File: src/rtl/idecode_if_defs.svh
// Shared instruction-format macros for the queued decode stage and its bus interface.
`ifndef IDECODE_Q_DEFS
`define IDECODE_Q_DEFS
`define WORD   32
`define W_OPC  6
`define W_DOPC 4
`define W_RD   5
`define W_CC   4
`define OPC    31:26
`define IMMF   25
`define RD     24:20
`define RS     19:15
`define IMM    15:0
`endif

File: src/rtl/idecode_q_if.sv
// IF push, EX issue and register-file signals of the queued decode stage.
`include "idecode_if_defs.svh"

interface idecode_q_if #(
  parameter int unsigned WORD  = `WORD,
  parameter int unsigned ADDR  = 32,
  parameter int unsigned W_CNT = 16
);
  logic                 v_i;
  logic                 stall_o;
  logic [WORD-1:0]      inst_i;
  logic [ADDR-1:0]      origaddr_i;
  logic                 flush_i;
  logic [WORD-1:0]      src_o;
  logic [WORD-1:0]      dest_o;
  logic                 wb_o;
  logic [`W_RD-1:0]     wb_rd_name_o;
  logic [`W_DOPC-1:0]   dopc_o;
  logic [`W_OPC-1:0]    opc_o;
  logic [ADDR-1:0]      origaddr_o;
  logic [`W_CC-1:0]     cc_o;
  logic                 v_o;
  logic                 stall_i;
  logic                 rd_reserve_o;
  logic [`W_RD-1:0]     rd_name_o;
  logic [`W_RD-1:0]     rs_name_o;
  logic [WORD-1:0]      rd_data_i;
  logic [WORD-1:0]      rs_data_i;
  logic                 rd_reserved_i;
  logic                 rs_reserved_i;
  logic [W_CNT-1:0]     hazard_cnt_o;

  modport slave (
    input  v_i, inst_i, origaddr_i, flush_i, stall_i,
           rd_data_i, rs_data_i, rd_reserved_i, rs_reserved_i,
    output stall_o, src_o, dest_o, wb_o, wb_rd_name_o, dopc_o, opc_o,
           origaddr_o, cc_o, v_o, rd_reserve_o, rd_name_o, rs_name_o, hazard_cnt_o
  );

  modport master (
    output v_i, inst_i, origaddr_i, flush_i, stall_i,
           rd_data_i, rs_data_i, rd_reserved_i, rs_reserved_i,
    input  stall_o, src_o, dest_o, wb_o, wb_rd_name_o, dopc_o, opc_o,
           origaddr_o, cc_o, v_o, rd_reserve_o, rd_name_o, rs_name_o, hazard_cnt_o
  );
endinterface

File: src/rtl/idecode_q.sv
// Queued decode stage: DEPTH-entry {inst, addr} ring between IF and EX, head decode,
// register-file read, reservation hazard check and a saturating hazard-stall counter.
`include "idecode_if_defs.svh"

module idecode_q #(
  parameter int unsigned WORD  = `WORD,
  parameter int unsigned ADDR  = 32,
  parameter int unsigned DEPTH = 4,
  parameter int unsigned W_CNT = 16
) (
  input logic        clk,
  input logic        rst,
  idecode_q_if.slave bus
);
  localparam int unsigned AW    = $clog2(DEPTH);
  localparam int unsigned W_IMM = 16;

  localparam logic [`W_OPC-1:0] OP_ADD = 6'h01;
  localparam logic [`W_OPC-1:0] OP_SUB = 6'h02;
  localparam logic [`W_OPC-1:0] OP_AND = 6'h03;
  localparam logic [`W_OPC-1:0] OP_OR  = 6'h04;
  localparam logic [`W_OPC-1:0] OP_LUI = 6'h05;
  localparam logic [`W_OPC-1:0] OP_LD  = 6'h06;
  localparam logic [`W_OPC-1:0] OP_ST  = 6'h07;
  localparam logic [`W_OPC-1:0] OP_BR  = 6'h08;
  localparam logic [`W_OPC-1:0] OP_CMP = 6'h09;

  localparam logic [`W_DOPC-1:0] D_NOP = 4'd0;
  localparam logic [`W_DOPC-1:0] D_ADD = 4'd1;
  localparam logic [`W_DOPC-1:0] D_SUB = 4'd2;
  localparam logic [`W_DOPC-1:0] D_AND = 4'd3;
  localparam logic [`W_DOPC-1:0] D_OR  = 4'd4;
  localparam logic [`W_DOPC-1:0] D_LUI = 4'd5;
  localparam logic [`W_DOPC-1:0] D_LD  = 4'd6;
  localparam logic [`W_DOPC-1:0] D_ST  = 4'd7;
  localparam logic [`W_DOPC-1:0] D_BR  = 4'd8;
  localparam logic [`W_DOPC-1:0] D_CMP = 4'd9;

  function automatic logic [`W_DOPC-1:0] decode_ope(input logic [`W_OPC-1:0] opc);
    logic [`W_DOPC-1:0] d;
    case (opc)
      OP_ADD:  d = D_ADD;
      OP_SUB:  d = D_SUB;
      OP_AND:  d = D_AND;
      OP_OR:   d = D_OR;
      OP_LUI:  d = D_LUI;
      OP_LD:   d = D_LD;
      OP_ST:   d = D_ST;
      OP_BR:   d = D_BR;
      OP_CMP:  d = D_CMP;
      default: d = D_NOP;
    endcase
    return d;
  endfunction

  // Logical ops zero-extend, LUI places the field in the upper half, the rest sign-extend.
  function automatic logic [WORD-1:0] expand_imm(input logic [`W_OPC-1:0] opc,
                                                 input logic [W_IMM-1:0]  imm);
    logic [WORD-1:0] r;
    case (opc)
      OP_LUI:        r = WORD'({imm, 16'h0000});
      OP_AND, OP_OR: r = WORD'(imm);
      default:       r = WORD'($signed(imm));
    endcase
    return r;
  endfunction

  function automatic logic wb_required(input logic [`W_DOPC-1:0] dopc);
    logic w;
    case (dopc)
      D_ADD, D_SUB, D_AND, D_OR, D_LUI, D_LD: w = 1'b1;
      default:                                w = 1'b0;
    endcase
    return w;
  endfunction

  logic [WORD-1:0]    q_inst [DEPTH];
  logic [ADDR-1:0]    q_addr [DEPTH];
  logic [AW-1:0]      rd_ptr, wr_ptr;
  logic [AW:0]        count;
  logic               full, push, hazard, accept, issue, blocked, nonempty;

  logic [WORD-1:0]    head;
  logic [`W_OPC-1:0]  h_opc;
  logic               h_immf;
  logic [`W_RD-1:0]   h_rd, h_rs;
  logic [W_IMM-1:0]   h_imm;
  logic [`W_DOPC-1:0] h_dopc;
  logic               h_wb;

  logic                 v_q, wb_q;
  logic [WORD-1:0]      src_q, dest_q;
  logic [`W_RD-1:0]     wb_rd_q;
  logic [`W_DOPC-1:0]   dopc_q;
  logic [`W_OPC-1:0]    opc_q;
  logic [ADDR-1:0]      addr_q;
  logic [`W_CC-1:0]     cc_q;
  logic [W_CNT-1:0]     hcnt_q;

  // Head decode and issue control.
  assign head     = q_inst[rd_ptr];
  assign h_opc    = head[`OPC];
  assign h_immf   = head[`IMMF];
  assign h_rd     = head[`RD];
  assign h_rs     = head[`RS];
  assign h_imm    = head[`IMM];
  assign h_dopc   = decode_ope(h_opc);
  assign h_wb     = wb_required(h_dopc);

  assign full     = (count == (AW+1)'(DEPTH));
  assign nonempty = (count != '0);
  assign push     = bus.v_i & ~full & ~bus.flush_i;
  assign hazard   = bus.rd_reserved_i | (~h_immf & bus.rs_reserved_i);
  assign accept   = ~(v_q & bus.stall_i);
  assign issue    = nonempty & ~hazard & accept & ~bus.flush_i;
  assign blocked  = nonempty & hazard & accept & ~bus.flush_i;

  // Queue storage needs no reset: entries are only read while count covers them.
  always_ff @(posedge clk) begin
    if (push) begin
      q_inst[wr_ptr] <= bus.inst_i;
      q_addr[wr_ptr] <= bus.origaddr_i;
    end
  end

  always_ff @(posedge clk or negedge rst) begin
    if (!rst) begin
      rd_ptr <= '0;
      wr_ptr <= '0;
      count  <= '0;
    end else if (bus.flush_i) begin
      rd_ptr <= '0;
      wr_ptr <= '0;
      count  <= '0;
    end else begin
      if (push)  wr_ptr <= wr_ptr + AW'(1);
      if (issue) rd_ptr <= rd_ptr + AW'(1);
      if (push && !issue)      count <= count + (AW+1)'(1);
      else if (!push && issue) count <= count - (AW+1)'(1);
    end
  end

  // Issue register; flush clears valid even while EX is stalled.
  always_ff @(posedge clk or negedge rst) begin
    if (!rst) begin
      v_q     <= 1'b0;
      src_q   <= '0;
      dest_q  <= '0;
      wb_q    <= 1'b0;
      wb_rd_q <= '0;
      dopc_q  <= '0;
      opc_q   <= '0;
      addr_q  <= '0;
      cc_q    <= '0;
    end else if (bus.flush_i) begin
      v_q <= 1'b0;
    end else if (issue) begin
      v_q     <= 1'b1;
      src_q   <= h_immf ? expand_imm(h_opc, h_imm) : bus.rs_data_i;
      dest_q  <= bus.rd_data_i;
      wb_q    <= h_wb;
      wb_rd_q <= h_rd;
      dopc_q  <= h_dopc;
      opc_q   <= h_opc;
      addr_q  <= q_addr[rd_ptr];
      cc_q    <= h_rd[`W_CC-1:0];
    end else if (accept) begin
      v_q <= 1'b0;
    end
  end

  always_ff @(posedge clk or negedge rst) begin
    if (!rst)                      hcnt_q <= '0;
    else if (blocked && ~&hcnt_q)  hcnt_q <= hcnt_q + W_CNT'(1);
  end

  assign bus.stall_o      = full;
  assign bus.rd_reserve_o = issue & h_wb;
  assign bus.rd_name_o    = h_rd;
  assign bus.rs_name_o    = h_rs;
  assign bus.v_o          = v_q;
  assign bus.src_o        = src_q;
  assign bus.dest_o       = dest_q;
  assign bus.wb_o         = wb_q;
  assign bus.wb_rd_name_o = wb_rd_q;
  assign bus.dopc_o       = dopc_q;
  assign bus.opc_o        = opc_q;
  assign bus.origaddr_o   = addr_q;
  assign bus.cc_o         = cc_q;
  assign bus.hazard_cnt_o = hcnt_q;
endmodule

File: src/flat_wrapper.sv
// flat-port wrapper written by rule: the top's interface ports become plain ports
module idecode_q_flat 
#(
  parameter int unsigned WORD  = `WORD,
  parameter int unsigned ADDR  = 32,
  parameter int unsigned DEPTH = 4,
  parameter int unsigned W_CNT = 16
)
  (clk, rst, bus_v_i, bus_inst_i, bus_origaddr_i, bus_flush_i, bus_stall_i, bus_rd_data_i, bus_rs_data_i, bus_rd_reserved_i, bus_rs_reserved_i, bus_stall_o, bus_src_o, bus_dest_o, bus_wb_o, bus_wb_rd_name_o, bus_dopc_o, bus_opc_o, bus_origaddr_o, bus_cc_o, bus_v_o, bus_rd_reserve_o, bus_rd_name_o, bus_rs_name_o, bus_hazard_cnt_o);
  idecode_q_if #(.WORD(WORD), .ADDR(ADDR), .W_CNT(W_CNT)) bus_i ();
  input logic clk;
  input logic rst;
  input wire logic [$bits(bus_i.v_i)-1:0] bus_v_i;
  input wire logic [$bits(bus_i.inst_i)-1:0] bus_inst_i;
  input wire logic [$bits(bus_i.origaddr_i)-1:0] bus_origaddr_i;
  input wire logic [$bits(bus_i.flush_i)-1:0] bus_flush_i;
  input wire logic [$bits(bus_i.stall_i)-1:0] bus_stall_i;
  input wire logic [$bits(bus_i.rd_data_i)-1:0] bus_rd_data_i;
  input wire logic [$bits(bus_i.rs_data_i)-1:0] bus_rs_data_i;
  input wire logic [$bits(bus_i.rd_reserved_i)-1:0] bus_rd_reserved_i;
  input wire logic [$bits(bus_i.rs_reserved_i)-1:0] bus_rs_reserved_i;
  output wire logic [$bits(bus_i.stall_o)-1:0] bus_stall_o;
  output wire logic [$bits(bus_i.src_o)-1:0] bus_src_o;
  output wire logic [$bits(bus_i.dest_o)-1:0] bus_dest_o;
  output wire logic [$bits(bus_i.wb_o)-1:0] bus_wb_o;
  output wire logic [$bits(bus_i.wb_rd_name_o)-1:0] bus_wb_rd_name_o;
  output wire logic [$bits(bus_i.dopc_o)-1:0] bus_dopc_o;
  output wire logic [$bits(bus_i.opc_o)-1:0] bus_opc_o;
  output wire logic [$bits(bus_i.origaddr_o)-1:0] bus_origaddr_o;
  output wire logic [$bits(bus_i.cc_o)-1:0] bus_cc_o;
  output wire logic [$bits(bus_i.v_o)-1:0] bus_v_o;
  output wire logic [$bits(bus_i.rd_reserve_o)-1:0] bus_rd_reserve_o;
  output wire logic [$bits(bus_i.rd_name_o)-1:0] bus_rd_name_o;
  output wire logic [$bits(bus_i.rs_name_o)-1:0] bus_rs_name_o;
  output wire logic [$bits(bus_i.hazard_cnt_o)-1:0] bus_hazard_cnt_o;
  assign bus_i.v_i = bus_v_i;
  assign bus_i.inst_i = bus_inst_i;
  assign bus_i.origaddr_i = bus_origaddr_i;
  assign bus_i.flush_i = bus_flush_i;
  assign bus_i.stall_i = bus_stall_i;
  assign bus_i.rd_data_i = bus_rd_data_i;
  assign bus_i.rs_data_i = bus_rs_data_i;
  assign bus_i.rd_reserved_i = bus_rd_reserved_i;
  assign bus_i.rs_reserved_i = bus_rs_reserved_i;
  assign bus_stall_o = bus_i.stall_o;
  assign bus_src_o = bus_i.src_o;
  assign bus_dest_o = bus_i.dest_o;
  assign bus_wb_o = bus_i.wb_o;
  assign bus_wb_rd_name_o = bus_i.wb_rd_name_o;
  assign bus_dopc_o = bus_i.dopc_o;
  assign bus_opc_o = bus_i.opc_o;
  assign bus_origaddr_o = bus_i.origaddr_o;
  assign bus_cc_o = bus_i.cc_o;
  assign bus_v_o = bus_i.v_o;
  assign bus_rd_reserve_o = bus_i.rd_reserve_o;
  assign bus_rd_name_o = bus_i.rd_name_o;
  assign bus_rs_name_o = bus_i.rs_name_o;
  assign bus_hazard_cnt_o = bus_i.hazard_cnt_o;
  idecode_q #(.WORD(WORD), .ADDR(ADDR), .DEPTH(DEPTH), .W_CNT(W_CNT)) u_core (.clk(clk), .rst(rst), .bus(bus_i));
endmodule
File: config.mk
export PLATFORM = sky130hd
export DESIGN_NAME = idecode_q_flat
export DESIGN_NICKNAME = d
export VERILOG_FILES = /design/src/rtl/idecode_q_if.sv /design/src/rtl/idecode_q.sv /design/src/flat_wrapper.sv
export VERILOG_INCLUDE_DIRS = /design/src /design/src/rtl
export SDC_FILE = /design/constraint.sdc
export NUM_CORES = 1
export LEC_CHECK = 0
export CAP_MARGIN = 15
export CELL_PAD_IN_SITES_DETAIL_PLACEMENT = 1
export CELL_PAD_IN_SITES_GLOBAL_PLACEMENT = 2
export CORE_UTILIZATION = 37
export CTS_BUF_LIST = sky130_fd_sc_hd__clkbuf_4 sky130_fd_sc_hd__clkbuf_8 sky130_fd_sc_hd__clkbuf_16
export CTS_CLUSTER_SIZE = 28
export DETAILED_ROUTE_END_ITERATION = 12
export PLACE_DENSITY = 0.91
export RECOVER_POWER = 25
export REMOVE_ABC_BUFFERS = 1
export SLEW_MARGIN = 20
export SYNTH_ARGS = -nofsm -noshare
export SYNTH_HDL_FRONTEND = slang
export SYNTH_SLANG_ARGS = --single-unit
export TNS_END_PERCENT = 20
File: constraint.sdc
create_clock -name clk -period 3.3 [get_ports clk]
set_clock_uncertainty 0.1 [all_clocks]
set_input_delay 0.33 -clock clk [delete_from_list [all_inputs] [get_ports clk]]
set_output_delay 0.33 -clock clk [all_outputs]
set_load 0.01 [all_outputs]
-- Yosys cells after proc, flatten, opt, wreduce, memory -nomap -nowiden
Memory sizes are Yosys's and may differ from the RTL's. A register that Yosys moved wholly into a read port is not among the register bits.
Cells that the tools add are included.
- add/subtract/negate cells: 5
- equal/unequal tests: 11
- multiplexer cells: 16
- bitwise operators: 17
- reductions and logical operators: 16
- operators by type and width (operator ; number):
    32-bit one-hot mux with 2 select lines ; 1
    32-bit 2-to-1 mux ; 1
    16-bit by 1-bit adder with 16-bit output, second input constant ; 1
    16-bit AND reduction ; 1
    4-bit by 3-bit equality test with 1-bit output, second input constant ; 3
    6-bit by 3-bit equality test with 1-bit output, second input constant ; 2
    1-bit AND ; 11
    3-bit 2-to-1 mux ; 3
    4-bit by 2-bit equality test with 1-bit output, second input constant ; 2
    2-bit 2-to-1 mux ; 4
    6-bit by 2-bit equality test with 1-bit output, second input constant ; 1
    1-bit 2-to-1 mux ; 6
    3-bit nonzero test ; 2
    6-bit OR reduction ; 1
    1-bit NOT ; 5
    2-bit by 1-bit adder with 2-bit output, second input constant ; 2
    4-bit by 1-bit equality test with 1-bit output, second input constant ; 1
    1-bit zero test ; 4
    4-bit 2-to-1 mux ; 1
    2-bit nonzero test ; 2
    3-bit by 1-bit adder with 3-bit output, second input constant ; 1
    3-bit equality test, second input constant ; 1
    1-bit logical AND ; 3
    3-bit by 2-bit inequality test with 1-bit output, second input constant ; 1
    other kinds (5) ; 5
- bits in registers: 108
- bits in writable memories: 256
- memory bits (read-only): 64
- bits of input ports: 135
- output and inout bits: 145
- memories kept: 3
- memories (name ; words ; width ; rd ports ; clocked after Yosys merged registers in ; write ports ; RTL line ; RTL):
    u_core.q_addr ; 4 ; 32 ; 1 ; 1 ; 1 ; idecode_q.sv:78 ; logic [ADDR-1:0] q_addr [DEPTH];
    u_core.q_inst ; 4 ; 32 ; 1 ; 0 ; 1 ; idecode_q.sv:77 ; logic [WORD-1:0] q_inst [DEPTH];
    (no name shown) ; 16 ; 4 ; 1 ; 0 ; 0 ; idecode_q.sv:41 ; case (opc)

-- Logic depth before layout (Yosys ltp)
Gate-level depths: netlist of the first run.
An unclocked memory read counts as a cell.
- depth in word-level cells: 12
- depth in mapped cells: 8
- gate-level depth less buffers: 7

-- Worst setup path after synthesis of the first run
OpenSTA, ideal clock, no wires.
- kind: register -> register
- start point: register u_core.count[2]
- end point: memory u_core.q_addr[0][0] (enable)
- library setup time: 0.429 ns
- arrival: 2.485 ns
- data required time: 2.771 ns
- setup slack: 0.286 ns
- cell stages (with the launch flop): 5
- period minus slack after synthesis: 3.014 ns
- cells stage by stage: dfrtp_1 > nor3b_1 > nand2b_1 > nor2_1 > and2_1
- longest elaborated chain between the ends: 6
- RTL lines (element ; RTL line ; RTL):
    start: declaration ; idecode_q.sv:80 ; logic [AW:0] count;
    start signal: assignment ; idecode_q.sv:138 ; if (push && !issue) count <= count + (AW+1)'(1);
    start signal: assignment ; idecode_q.sv:139 ; else if (!push && issue) count <= count - (AW+1)'(1);
    3-bit equality test ; idecode_q.sv:110 ; assign full = (count == (AW+1)'(DEPTH));
    net bus_stall_o ; flat_wrapper.sv:22 ; output wire logic [$bits(bus_i.stall_o)-1:0] bus_stall_o;
    1-bit NOT ; idecode_q.sv:112 ; assign push = bus.v_i & ~full & ~bus.flush_i;
    1-bit AND (2 in series) ; idecode_q.sv:112 ;
    1-bit 2-to-1 mux ; idecode_q.sv:120 ; if (push) begin
    1-bit 2-to-1 mux (not written as such) ; idecode_q.sv:122 ; q_addr[wr_ptr] <= bus.origaddr_i;
    end: declaration ; idecode_q.sv:78 ;
The timed path passes the listed nets, and every way through them passes these cells.

-- Worst setup path in the final report of the first run
- start point: register u_core.rd_ptr[0]
- end point: output port bus_rd_name_o[1]
- longest elaborated chain between the ends: 1
- RTL lines (element ; RTL line ; RTL):
    start: declaration ; idecode_q.sv:79 ; logic [AW-1:0] rd_ptr, wr_ptr;
    start signal: assignment ; idecode_q.sv:137 ; if (issue) rd_ptr <= rd_ptr + AW'(1);
    memory 4 x 32 bit ; -- ;
    end: declaration ; flat_wrapper.sv:33 ; output wire logic [$bits(bus_i.rd_name_o)-1:0] bus_rd_name_o;
Every way passes these cells.

==> key figures, run 1 <==
Placement
  • Placed Area: 18,700 sq um
  • Port Buffer Count: 279
  • Placed Cells: 1,763
  • Pre-CTS setup slack: 0.412 ns
  • HPWL after DPL: 25,300 microns
  • Gpl congestion: 0.765

Synthesis
  • Synth Flop Type: edfxtp_1
  • Syn. warnings: 0
  • Number of enable flip-flop cells after synthesis: 256
  • Flops & latches, synth: 392
  • Synth unique cells: 51
  • Top post-synthesis cells by area: edfxtp_1 (50%), dfrtp_1 (22%), mux4_2 (9.3%)
  • Share of the synthesized area in the top cell type: 0.504
  • Post-Synthesis Cell Area: 15,300 sq um
  • Register area share after synthesis: 0.727
  • Post-synthesis area per instance: 15.4 sq um
  • Gate Count Post-Synth: 993
  • Synth async-reset ratio: 0.347
  • Biggest area consumer among synthesized cells: edfxtp_1

Worst setup path
  • Crit path to: bus_rd_name_o[1]
  • Crit-path slowest cell: mux4_2
  • FF-to-FF path depth: 7
  • Crit path max-delay family: buffers and inverters
  • Cells along the critical path: buf_6 -> mux4_2 -> clkdlybuf4s50_1
  • Setup crit start kind: flip-flop
  • WP data required: 2.87 ns
  • Crit path depth: 3
  • CP Data Arrival Time: 2.70 ns
  • Buf/Inv on CP: 2
  • CP max stage delay: 0.59 ns
  • CP endpoint kind: output pin
  • Worst r2r dst: u_core.count[1]$_DFFE_PN0P_
  • R2R Setup Slk: 0.41 ns
  • Critical path fanouts, max: 29
  • Crit path launch: u_core.rd_ptr[0]$_DFFE_PN0P_
  • Reg-to-reg critical path startpoint: u_core.rd_ptr[0]$_DFFE_PN0P_
  • Crit Path Class: flip-flop to output pin

Cells and area
  • Layout cell share with drive strength beyond 1: 0.148
  • Area growth from synthesis to layout: 33.0%
  • Post-layout util: 0.498
  • Area of the multi-input gates: 3850 sq um
  • Final cell count without fillers: 1,848
  • Nets: 1,418
  • Finished Cell Area: 20,300 sq um
  • Layout fillers: 3,975
  • Area occupied by registers: 11,100 sq um

Min path
  • Hold_sp: bus_rd_data_i[29]
  • Hold crit path type: input port to flip-flop

Timing
  • Worst-Margin Slew: 0.779 ns
  • Hold slack: 0.188 ns
  • Final hold violation count: 0
  • Slew Limit Fails: 0
  • RSZ-0062 raised after global routing: no
  • Final TNS setup: 0 ns
  • Slew headroom: 0.481
  • Max Freq: 319 MHz
  • PnR worst setup slack: 0.169 ns
  • Count of final setup violators: 0
  • Fin crit period: 3.13 ns
  • Period utilization: 0.949

Run status
  • Status: complete, no violations

GRT
  • Initial antenna violation count: 8
  • First-pass GRT wire length: 59,300 microns
  • GR Util All Layers: 0.189
  • Via count of the first global-routing pass: 9,987
  • Grt ovf: 0
  • Largest net degree at the start of global routing: 119

Routing
  • Drt total wl: 39,700 microns
  • Drt pass-1 iters: 5
  • Vias/cell: 5.06
  • Routed WL per cell: 21.5 microns
  • Initial DRC count: 467
  • Drt drc: 0
  • Post-DRT Antenna Nets: 0
  • Via count: 9,345

Clock tree
  • H-tree depth: 2
  • Worst skew pair latency: 0.58 ns
  • Post-CTS Setup Inserts: 0
  • Clk sink count: 392
  • Max Root-Sink Buffers: 3
  • CTS clk-pin slew, worst paths: 0.06 ns
  • CTS Buf Count: 43
  • CTS tree: built
  • Root Buffer: clkbuf_16

Die
  • Die height: 205 microns
  • Number of top-level pins: 280
  • Initial Util: 0.375
  • Full die area: 42,100 sq um
  • Die extent in x: 205 microns
  • Site Rows: 74
  • Core ar.: 40,700 sq um

Power
  • Worst VDD drop: 0.000490 V
  • Total power: 16.4 mW
  • P_leak: 7.58 nW
  • Cell area power density: 810 nW/um^2

Job
  • Max-Cap Viols: 0
[worst min-delay path by stage]
stage	to	slack, ns	cells after the start
floorplan	u_core.bus.cc_o[0]$_DFFE_PN0P_	-0.07	0
global placement	u_core.bus.dest_o[7]$_DFFE_PN0P_	0.33	1
detailed placement	u_core.bus.dest_o[0]$_DFFE_PN0P_	0.33	1
CTS	u_core.bus.dest_o[19]$_DFFE_PN0P_	0.15	3
global route	u_core.bus.dest_o[9]$_DFFE_PN0P_	0.19	3
finish	u_core.bus.dest_o[29]$_DFFE_PN0P_	0.19	3
[final cells by class]
class / instances / share of cell area
diodes: 4 / 0.000493
clock buffers: 64 / 0.0650
clock inverters: 16 / 0.00999
inverters: 7 / 0.00129
repair buffers: 304 / 0.154
flip-flops and latches: 392 / 0.547
multi-input cells: 529 / 0.190
well taps: 532 / 0.0328
[kinds of logic after synthesis]
group / Yosys count / synth area share
muxes: 71 / 0.0986
AOI/OAI and AO/OA: 90 / 0.0417
adders and majority gates: 6 / 0.00541
and+or+nand+nor: 347 / 0.0949
xor gates and xnor gates: 15 / 0.00861
DFF: 392 / 0.727
buffers and inverters: 72 / 0.0239
[synthesized netlist by cell type, types with 10 or more instances]
cell type and n:
nand2_1 281, edfxtp_1 256, dfrtp_1 136, mux4_2 63, clkbuf_1 26, o22ai_1 17, buf_2 16, a2bb2oi_1 15
o21ai_1 15, buf_4 14, xnor2_1 14, a21oi_2 10, nor2_1 10
[what timing repair did]
item                                   4_1_cts  5_1_grt
setup endpoints to repair                   10        0
gates resized for setup                      3        0
hold buffers                                 1        0
endpoints found under the hold margin       69        0
[registers in the layout (all words and copies together), names as in the netlist, 3 cells and up]
name / flops
u_core.bus.src_o: 32
u_core.q_addr: 128
u_core.bus.dopc_o: 4
u_core.bus.dest_o: 32
u_core.count: 3
u_core.bus.hazard_cnt_o: 16
u_core.bus.cc_o: 3
u_core.bus.opc_o: 6
u_core.q_inst: 128
u_core.bus.origaddr_o: 32
[routing by layer]
metal / global-route usage / vias to the layer above / part of all wire
met3: 0.0449 / 69 / 0.064
met2: 0.317 / 281 / 0.48
li1: - / 4209 / -
met5: 0 / - / 0.0015
met4: 0.0646 / 10 / 0.023
met1: 0.240 / 4776 / 0.43
[where the power goes]
group	switching [mW]	internal, mW	total (mW)	leakage, nW
logic	2.27	2.43	4.69	2.80
clock network	2.01	3.04	5.04	0.757
registers	0.539	6.16	6.70	4.03
[worst min-delay path, cell delays in order]
cell,delay [ns]
clkdlybuf4s50_1,0.39
nand2_1,0.05
nand2_1,0.04
[placed cells by master, fill, tap and decap left out, types with 3 or more instances in the layout]
| master | Yosys | layout |
|---|---|---|
| ha_1 | 5 | 5 |
| edfxtp_1 | 256 | 256 |
| o21ai_0 | 9 | 9 |
| buf_12 | 0 | 11 |
| and3_1 | 9 | 9 |
| clkbuf_16 | 0 | 45 |
| clkinv_1 | 1 | 3 |
| bufinv_16 | 0 | 3 |
| buf_4 | 14 | 12 |
| xnor2_1 | 14 | 14 |
| clkbuf_4 | 0 | 11 |
| nand4_1 | 9 | 9 |
| mux2_2 | 5 | 5 |
| clkbuf_8 | 0 | 8 |
| clkdlybuf4s50_1 | 0 | 216 |
| a31oi_1 | 4 | 4 |
| dlygate4sd3_1 | 0 | 62 |
| and2_4 | 0 | 4 |
| or3_1 | 4 | 4 |
| a21oi_1 | 7 | 7 |
| clkinv_2 | 0 | 4 |
| nor2b_1 | 3 | 3 |
| mux4_2 | 63 | 63 |
| nand3_1 | 8 | 8 |
| a2bb2oi_1 | 15 | 15 |
| a21oi_2 | 10 | 10 |
| diode_2 | 0 | 4 |
| nor2_1 | 10 | 10 |
| nand2_1 | 281 | 281 |
| nand2b_1 | 5 | 5 |
| mux2i_1 | 3 | 3 |
| o22ai_1 | 17 | 17 |
| inv_1 | 6 | 6 |
| dfrtp_1 | 136 | 134 |
| o21ai_1 | 15 | 15 |
(Power assumes the default switching activity.)
==> inputs of run 2 (changes only) <==
Settings changed: CORE_ASPECT_RATIO set to 1.4.
==> run 2 against run 1 <==
Against the previous run: die area about the same; sequential power is essentially flat; final cell count unchanged; clock power down 6.0%; routed wire length grew 0.40%; power shrank 1.6%; non-clock buffer count is 3 higher; clock-buffer cell count increased by 1; global-route usage up 0.17 points; critical path depth grew 2; critical path type unchanged; largest power group unchanged.
==> key figures, run 2 (synthesized netlist as in run 1, its figures left out) <==
Run status
  • Status: complete, no violations

Power
  • Cell area power density: 801 nW/um^2 (-1.1%)
  • Worst VDD drop: 0.000511 V (+4.3%)
  • Power share of the sequential group: 0.414 (+0.006)
  • Combinational Power Share: 0.293 (+0.007)
  • P_int: 11.5 mW (-1.3%)
  • P_leak: 7.54 nW (-0.60%)
  • Switching Share: 0.291 (-0.00190)
  • Clock power share: 0.293 (-0.014)
  • Total power: 16.2 mW (-1.6%)
  • Switch Pwr: 4.71 mW (-2.2%)

Routing
  • Initial DRC count: 462 (-1.1%)
  • Drt drc: 0 (unchanged)
  • Routed WL per cell: 21.5 microns (+0.40%)
  • Drt pass-1 iters: 4 (-1)
  • Vias/cell: 5.01 (-0.93%)
  • Via count: 9,258 (-0.93%)
  • Post-DRT Antenna Nets: 0 (unchanged)
  • Drt total wl: 39,800 microns (+0.40%)

Worst setup path
  • Crit-path slowest cell: mux4_2
  • CP max stage delay: 0.62 ns (+0.03 ns)
  • Critical path fanouts, max: 11 (-62%)
  • WP data required: 2.87 ns (about the same)
  • Reg-to-reg critical path startpoint: u_core.rd_ptr[0]$_DFFE_PN0P_
  • Crit Path Class: flip-flop to output pin
  • CP Data Arrival Time: 2.71 ns (about the same)
  • CP endpoint kind: output pin
  • Cells along the critical path: mux4_2 -> or3_1 -> nand2_1 -> nor3_2 -> clkdlybuf4s50_1
  • R2R Setup Slk: 0.47 ns (+0.06 ns)
  • FF-to-FF path depth: 7 (unchanged)
  • Setup crit start kind: flip-flop
  • Worst r2r dst: u_core.count[1]$_DFFE_PN0P_

Cells and area
  • Area growth from synthesis to layout: 32.4%
  • Layout fillers: 3,974 (-0.025%)
  • Post-layout util: 0.499 (+0.000545)
  • Nets: 1,418 (unchanged)
  • Highest-count cells in the layout ignoring fill and taps: nand2_1 (281), edfxtp_1 (256), clkdlybuf4s50_1 (219)
  • Layout cell share with drive strength beyond 1: 0.147 (-0.000425)
  • Regs by FF count: u_core.q_addr x128, u_core.q_inst x128
  • Most common cell after layout, fill and taps aside: nand2_1

Die
  • Site Rows: 87 (+18%)
  • Die extent in x: 174 microns (-15%)
  • Initial Util: 0.377 (+0.00227)
  • Die height: 242 microns (+18%)
  • Full die area: 42,100 sq um (about the same)
  • Core ar.: 40,500 sq um (-0.60%)
  • Number of top-level pins: 280 (unchanged)

GRT
  • GR Util All Layers: 0.191 (+0.00169)
  • Initial antenna violation count: 9 (+1)
  • First-pass GRT wire length: 61,100 microns (+3.0%)
  • Grt ovf: 0 (unchanged)
  • Largest net degree at the start of global routing: 119 (unchanged)
  • Via count of the first global-routing pass: 10,300 (+3.2%)

Min path
  • Hold path endpoint: u_core.bus.dest_o[7]$_DFFE_PN0P_
  • Hold_sp: bus_rd_data_i[7]
  • Hold crit path type: input port to flip-flop
  • Worst hold path depth: 3 (unchanged)

Timing
  • RSZ-0062 raised after global routing: no
  • Worst-Margin Slew: 0.948 ns (+0.169 ns)
  • Max Freq: 318 MHz (-0.32%)
  • Period utilization: 0.952 (+0.00302)
  • Fin crit period: 3.14 ns (+0.00995 ns)
  • Slew Limit Fails: 0 (unchanged)
  • Final hold violation count: 0 (unchanged)
  • Count of final setup violators: 0 (unchanged)
  • Slew headroom: 0.368 (-0.113)

Placement
  • Gpl congestion: 0.746 (-2.5%)
  • Port Buffer Count: 279 (unchanged)
  • HPWL after DPL: 25,300 microns (about the same)

Clock tree
  • Worst skew pair latency: 0.54 ns (-0.04 ns)
  • Clk sink count: 392 (unchanged)
  • Root Buffer: clkbuf_16
  • Max Root-Sink Buffers: 3 (unchanged)
  • H-tree depth: 2 (unchanged)
  • CTS clk-pin slew, worst paths: 0.06 ns (about the same)
  • CTS tree: built
  • CTS Buf Count: 40 (-7.0%)

Job
  • Max-Cap Viols: 0 (unchanged)
==> run 2: power by group through the flow <==
stage / clock, mW / sequential, mW / combinational [mW]
after global routing: 5.03 / 6.79 / 5.14
final: 4.74 / 6.69 / 4.74
after CTS: 4.87 / 6.71 / 4.85
after detailed placement: 0 / 6.78 / 4.81
after floorplan: 0 / 7.13 / 1.90
after global placement: 0 / 6.73 / 4.66
==> run 2: how the worst max path moves through the flow <==
stage / from / endpoint / slack (ns) / cells after the start
after global routing: u_core.rd_ptr[0]$_DFFE_PN0P_ / bus_rd_reserve_o / 0.01 / 5
after CTS: u_core.rd_ptr[0]$_DFFE_PN0P_ / bus_rd_reserve_o / 0.09 / 5
after floorplan: u_core.rd_ptr[0]$_DFFE_PN0P_ / u_core.bus.wb_o$_DFFE_PN0P_ / -5.48 / 4
after detailed placement: u_core.rd_ptr[0]$_DFFE_PN0P_ / u_core.count[1]$_DFFE_PN0P_ / 0.44 / 7
after global placement: u_core.rd_ptr[0]$_DFFE_PN0P_ / u_core.count[1]$_DFFE_PN0P_ / 0.44 / 7
final: u_core.rd_ptr[0]$_DFFE_PN0P_ / bus_rd_reserve_o / 0.16 / 5
==> run 2: timing repair <==
item                                    in CTS  in global routing
buffers inserted                             0                  2
pin swaps                                    0                  0
hold endpoints to repair                    94                  0
endpoints found under the setup margin       1                  1
gates cloned                                 0                  0
gates resized for setup                      1                  0
hold buffers                                 1                  0
==> run 2: through the flow <==
step,area (sq um),setup TNS [ns],worst slack [ns],std cells,hold WS (ns)
CTS,20200,0,0.0937,1841,0.188
finish,20200,0,0.159,1848,0.218
global route,20200,0,0.0143,1846,0.221
detailed placement,18700,0,0.436,1766,0.362
floorplan,14900,-557.98,-5.48,928,-0.0656
global placement,18700,0,0.442,1766,0.357
==> run 2: critical path, delay by kind of cell (launching register included) <==
| kind | cells | cell delay, ns |
|---|---|---|
| multiplexers | 1 | 0.62 |
| AND/OR/NAND/NOR | 3 | 0.55 |
| buffers and inverters | 1 | 0.48 |
| flip-flops | 1 | 0.54 |
==> run 2: area by class of cell <==
type,instances,area (sq um),area share
sequential,392,11100,0.549
tap,534,668,0.0331
clock inverter,9,111,0.00551
inverter,7,26.3,0.00130
multi-input combinational,529,3850,0.191
timing repair buffer,307,3130,0.155
clock buffer,65,1300,0.0642
antenna,5,12.5,0.000620
==> run 2: per-layer routing <==
metal,global-route usage,share of wire,vias to the layer above
met5,0,0.00058,-
met3,0.0304,0.044,65
met4,0.0660,0.025,4
li1,-,-,4198
met2,0.342,0.53,259
met1,0.232,0.40,4732
